<file path="config.mk">
export PLATFORM = sky130hd
export DESIGN_NAME = fs_accel_quant_mul_seq
export DESIGN_NICKNAME = d
export VERILOG_FILES = /design/src/rtl/fs_accel_quant_mul_seq.sv
export SDC_FILE = /design/constraint.sdc
export NUM_CORES = 2
export LEC_CHECK = 0
export BUFFER_PORTS_ARGS = -buffer_cell sky130_fd_sc_hd__buf_2
export CAP_MARGIN = 20
export CORE_MARGIN = 2
export CORE_UTILIZATION = 46
export CTS_CLUSTER_DIAMETER = 40
export DETAILED_ROUTE_END_ITERATION = 10
export GPL_ROUTABILITY_DRIVEN = 0
export HOLD_SLACK_MARGIN = 0.08
export PLACE_DENSITY = 0.62
export SETUP_SLACK_MARGIN = 0.1
export SLEW_MARGIN = 10
export SYNTH_ARGS = -nofsm -noshare
export SYNTH_HDL_FRONTEND = slang
export SYNTH_SLANG_ARGS = --single-unit
export TNS_END_PERCENT = 20
</file>
<file path="constraint.sdc">
create_clock -name clk -period 12.7 [get_ports clk]
set_input_delay 1.27 -clock clk [delete_from_list [all_inputs] [get_ports clk]]
set_output_delay 1.27 -clock clk [all_outputs]
set_load 0.05 [all_outputs]
</file>
<file path="src/rtl/fs_accel_quant_mul_seq.sv">
// Digit-serial requantization multiplier: |acc| * muler via a registered LUT of
// muler multiples, then rounding right shift, zero-point add and signed saturation.
module fs_accel_quant_mul_seq #(
   parameter int MUL_W   = 32,
   parameter int ACC_W   = 32,
   parameter int DIGIT_W = 4,
   parameter int OUT_W   = 8,
   parameter int SHIFT_W = 6
) (
   input  logic               clk,
   input  logic               rst,
   input  logic               cfg_wr,
   input  logic [MUL_W-1:0]   cfg_muler,
   input  logic [SHIFT_W-1:0] cfg_shift,
   input  logic [OUT_W:0]     cfg_zp,
   input  logic               in_valid,
   output logic               in_ready,
   input  logic [ACC_W-1:0]   in_acc,
   output logic               out_valid,
   input  logic               out_ready,
   output logic [OUT_W-1:0]   out_data,
   output logic               busy
);

   localparam int NDIG   = ACC_W / DIGIT_W;
   localparam int LUT_N  = 1 << DIGIT_W;
   localparam int LUT_W  = MUL_W + DIGIT_W;
   localparam int PROD_W = MUL_W + ACC_W;
   localparam int P_W    = PROD_W + 2;
   localparam int V_W    = P_W + 1;
   localparam int CNT_W  = $clog2(NDIG + 1);
   localparam logic signed [V_W-1:0] MAX_V = V_W'(2 ** (OUT_W - 1) - 1);
   localparam logic signed [V_W-1:0] MIN_V = -(V_W'(2 ** (OUT_W - 1)));

   typedef enum logic [1:0] {
      S_IDLE = 2'd0,
      S_MUL  = 2'd1,
      S_SAT  = 2'd2,
      S_OUT  = 2'd3
   } state_t;

   state_t                    state_q, state_d;
   logic [LUT_W-1:0]          lut_q [LUT_N];
   logic [LUT_W-1:0]          lut_d [LUT_N];
   logic [SHIFT_W-1:0]        shift_q;
   logic signed [OUT_W:0]     zp_q;
   logic                      sign_q;
   logic [ACC_W-1:0]          mag_q;
   logic [ACC_W-1:0]          mag_s;
   logic [PROD_W-1:0]         prod_q;
   logic [LUT_W-1:0]          term_q;
   logic [CNT_W-1:0]          cnt_q;
   logic                      out_valid_q;
   logic [OUT_W-1:0]          out_data_q;
   logic                      cfg_fire_s;
   logic                      acc_fire_s;
   logic signed [P_W-1:0]     p_s;
   logic signed [P_W-1:0]     rnd_s;
   logic signed [P_W-1:0]     r_s;
   logic signed [V_W-1:0]     v_s;
   logic [OUT_W-1:0]          sat_s;

   // A config write in IDLE steals the cycle from the input side.
   assign in_ready   = (state_q == S_IDLE) && !cfg_wr;
   assign cfg_fire_s = (state_q == S_IDLE) && cfg_wr;
   assign acc_fire_s = in_valid && in_ready;
   assign busy       = (state_q != S_IDLE);
   assign out_valid  = out_valid_q;
   assign out_data   = out_data_q;
   assign mag_s      = in_acc[ACC_W-1] ? (~in_acc + ACC_W'(1)) : in_acc;

   // LUT entry k = k * muler, built from shifted copies of muler
   always_comb begin
      for (int k = 0; k < LUT_N; k++) begin
         lut_d[k] = '0;
         for (int j = 0; j < DIGIT_W; j++) begin
            lut_d[k] = lut_d[k] + ((((k >> j) & 1) != 0) ? (LUT_W'(cfg_muler) << j) : LUT_W'(0));
         end
      end
   end

   // Sign restore, round-half-up shift, zero point, clamp
   always_comb begin
      p_s   = sign_q ? -$signed({2'b00, prod_q}) : $signed({2'b00, prod_q});
      rnd_s = (shift_q == '0) ? P_W'(0)
                              : ($signed({{(P_W-1){1'b0}}, 1'b1}) <<< (shift_q - SHIFT_W'(1)));
      r_s   = (p_s + rnd_s) >>> shift_q;
      v_s   = V_W'(r_s) + V_W'(zp_q);
      if (v_s > MAX_V) begin
         sat_s = MAX_V[OUT_W-1:0];
      end else if (v_s < MIN_V) begin
         sat_s = MIN_V[OUT_W-1:0];
      end else begin
         sat_s = v_s[OUT_W-1:0];
      end
   end

   // State register
   always_ff @(posedge clk or posedge rst) begin
      if (rst) state_q <= S_IDLE;
      else     state_q <= state_d;
   end

   // Next-state logic
   always_comb begin
      state_d = state_q;
      case (state_q)
         S_IDLE:  state_d = acc_fire_s ? S_MUL : S_IDLE;
         S_MUL:   state_d = (cnt_q == CNT_W'(NDIG)) ? S_SAT : S_MUL;
         S_SAT:   state_d = S_OUT;
         S_OUT:   state_d = out_ready ? S_IDLE : S_OUT;
         default: state_d = S_IDLE;
      endcase
   end

   // Datapath: the LUT read is registered into term_q, so MUL spans NDIG+1 cycles
   always_ff @(posedge clk or posedge rst) begin
      if (rst) begin
         for (int k = 0; k < LUT_N; k++) lut_q[k] <= '0;
         shift_q     <= '0;
         zp_q        <= '0;
         sign_q      <= 1'b0;
         mag_q       <= '0;
         prod_q      <= '0;
         term_q      <= '0;
         cnt_q       <= '0;
         out_valid_q <= 1'b0;
         out_data_q  <= '0;
      end else begin
         if (cfg_fire_s) begin
            for (int k = 0; k < LUT_N; k++) lut_q[k] <= lut_d[k];
            shift_q <= cfg_shift;
            zp_q    <= $signed(cfg_zp);
         end
         case (state_q)
            S_IDLE: begin
               if (acc_fire_s) begin
                  sign_q <= in_acc[ACC_W-1];
                  mag_q  <= mag_s;
                  prod_q <= '0;
                  term_q <= '0;
                  cnt_q  <= '0;
               end
            end
            S_MUL: begin
               prod_q <= (prod_q << DIGIT_W) + PROD_W'(term_q);
               term_q <= lut_q[mag_q[ACC_W-1 -: DIGIT_W]];
               mag_q  <= mag_q << DIGIT_W;
               cnt_q  <= cnt_q + CNT_W'(1);
            end
            S_SAT: begin
               out_valid_q <= 1'b1;
               out_data_q  <= sat_s;
            end
            S_OUT: begin
               if (out_ready) out_valid_q <= 1'b0;
            end
            default: begin
               out_valid_q <= 1'b0;
            end
         endcase
      end
   end

endmodule

</file>
==> results.json <==
{
  "status": "finished clean",
  "overflow": 0,
  "antenna_found_initial": 3,
  "syn_nets": 6217,
  "die_w_um": 323,
  "pre_cts_slack_ps": 1230,
  "yosys.area_share.simple_pct": 18.9,
  "routed_wl_um": 156000,
  "multi_input_area_um2": 34600,
  "cp.required_ps": 13190,
  "drc": 0,
  "root_buffer": "clkbuf_16",
  "final_antenna_net_count": 0,
  "n_fill_cell": 9712,
  "critPathArrivalTime_ps": 12430,
  "die-area_um2": 105000,
  "path_class": "reg2reg",
  "synth_compound_area_share_pct": 24.0,
  "avgRoutedWirePerCell_um": 22.0,
  "viasPerCell": 6.31,
  "rsz0062_at_grt": "false",
  "dpl-instance-area_um2": 48400,
  "cp_max_fo": 12,
  "critPathMaxStageDelay_ps": 750,
  "synthAdderAreaFrac_pct": 10.7,
  "finalSetupTns_ps": 0,
  "clk_pin_slew_ps": 50,
  "clkLatencyLatePin_ps": 650,
  "grt_pass1_wl_um": 247000,
  "fin_skew_ps": 22.8,
  "syn_area_um2": 46900,
  "dpl.hpwl_um": 119000,
  "yosysWarnings": 0,
  "relSlewSlack_pct": 34.6,
  "yosysUniqueCellTypes": 100,
  "slowest_stage": "nor2_1",
  "synth-edff-count": 0,
  "tightestPinTransition_ps": 968,
  "layout_worst_path_cycle_share_pct": 94.0,
  "worst_slack_ps": 758,
  "clockBufferDepth": 3,
  "hold_viol_final": 0,
  "ys_ff_latch": 426,
  "grt_usage_pct": 29.7,
  "register_area_um2": 10700,
  "synthFlopType": "dfrtp_1",
  "synth_top_family_by_area": "compound AO/OA/AOI/OAI gates",
  "ctsHoldBuffers": 0,
  "cts_setup_buffers": 0,
  "firstDrtPassIters": 7,
  "grt_max_degree": 204,
  "first_global_vias": 42826,
  "portBuffers": 94,
  "cts_buffers": 83,
  "end_kind": "flop",
  "fin_nets": 6136,
  "cts_tree": "built",
  "area.growth.synth_to_final_pct": 9.75,
  "fmax_ghz": 0.0837,
  "postSynthCellCount": 5739,
  "synth-seq-area-share_pct": 22.7,
  "synth_xor_xnor_area_share_pct": 8.22,
  "utilization_pct": 50.7,
  "post-route-min-period_ps": 11940,
  "muxShareOfSynthArea_pct": 11.9,
  "avgSynthCellArea_um2": 8.17,
  "stdcell_area_um2": 51500,
  "maxCapViolCount": 0,
  "vias": 44788,
  "synth_async_sr_flop_share_pct": 100,
  "startpoint_type": "flop",
  "rows": 117,
  "cts.sinks": 426,
  "first_iter_violations": 4516,
  "ios": 95,
  "start_util_pct": 46.2,
  "slew_violations": 0,
  "hold_class": "reg2reg",
  "setup_violations": 0,
  "fp.dieH_um": 323,
  "htreeDepth": 3,
  "drive_gt1_share_pct": 11.5,
  "coreArea_um2": 101000
}
layout make-up:
type,instances,area share [%]
clock buffers,98,4.32
inverters,142,1.04
repair buffers,140,1.68
multi-input cells,4865,67.2
diodes,3,0.0146
clock inverters,57,1.67
flip-flops and latches,426,20.7
well taps,1368,3.33
routing by layer:
metal	GRT usage (%)	wire length [um]	vias up
met2	47.6	70500	1752
met4	11.2	6360	4
met1	39.5	67200	21542
met5	0	22	-
met3	5.95	12500	388
li1	-	-	21102
critical path: cells and delay by family (launching register included):
family | cells | cell delay [ps]
AO/OA/AOI/OAI | 17 | 5000
XOR/XNOR | 1 | 110
flip-flops | 1 | 440
adder cells (fa/ha/maj) | 2 | 860
buffers and inverters | 1 | 270
AND/OR/NAND/NOR | 14 | 5080
sequential cells by signal (all words and copies together), names as in the netlist:
| signal | cells |
|---|---|
| lut_q | 263 |
| cnt_q | 4 |
| zp_q | 9 |
| out_data | 8 |
| term_q | 36 |
| sign_q | 1 |
| state_q | 2 |
| prod_q | 64 |
| shift_q | 6 |
| mag_q | 32 |
| out_valid | 1 |
cell usage in the layout, fill, tap and decap left out, types with 134 or more instances in the layout:
master / netlist / routed
ha_1: 384 / 384
o21ai_0: 447 / 447
dfrtp_1: 426 / 415
mux4_2: 154 / 154
xor2_1: 174 / 174
a21o_1: 168 / 168
nand3_1: 176 / 176
a21oi_1: 404 / 404
inv_1: 137 / 134
nand2_1: 869 / 867
nor2_1: 384 / 383
xnor2_1: 266 / 266
logic make-up after synthesis:
family                     count (synthesis)
and+or+nand+nor                         1952
xor gates and xnor gates                 440
muxes                                    350
AOI/OAI and AO/OA                       1728
buffers and inverters                    448
adders and majority gates                394
DFF                                      426
other                                      1
synthesized netlist by cell type (all sizes together), types with 72 or more instances:
library cell    n  area, um2
a21o          168       1260
mux2          115       1290
o21ai         464       2330
xor2          174       1520
inv           140        526
a21oi         406       2040
dfrtp         426      10700
mux2i          81        811
nand3         177        891
mux4          154       3470
ha            384       4800
xnor2         266       2330
o21bai         72        541
nor3          110        556
nand2         870       3270
clkbuf        245        920
nor2          384       1440
worst paths after layout:
path / to / slack [ps] / cells past startpoint / from
min reg2reg: lut_q[251] / 470 / 2 / lut_q[251]
max reg2reg: out_data[6] / 760 / 35 / prod_q[14]
max: out_data[6] / 760 / 35 / prod_q[14]
min in group asynchronous: lut_q[41] / 640 / 2 / rst
max in group asynchronous: zp_q[8] / 10000 / 4 / rst
min: lut_q[251] / 470 / 2 / lut_q[251]
through the flow:
stage                     hold WS, ps  cells
after detailed placement          466   6940
after floorplan                   434   5739
after global routing              493   7096
final                             470   7099
after CTS                         476   7095
after global placement            454   6940
timing repair:
action	in CTS	in global routing
setup endpoints to repair	0	3
resized for setup	0	1
hold endpoints to repair	0	0
Power is left out: the tool's default activity adds up to more than one toggle a clock period on the data nets, which glitch-free logic cannot reach.
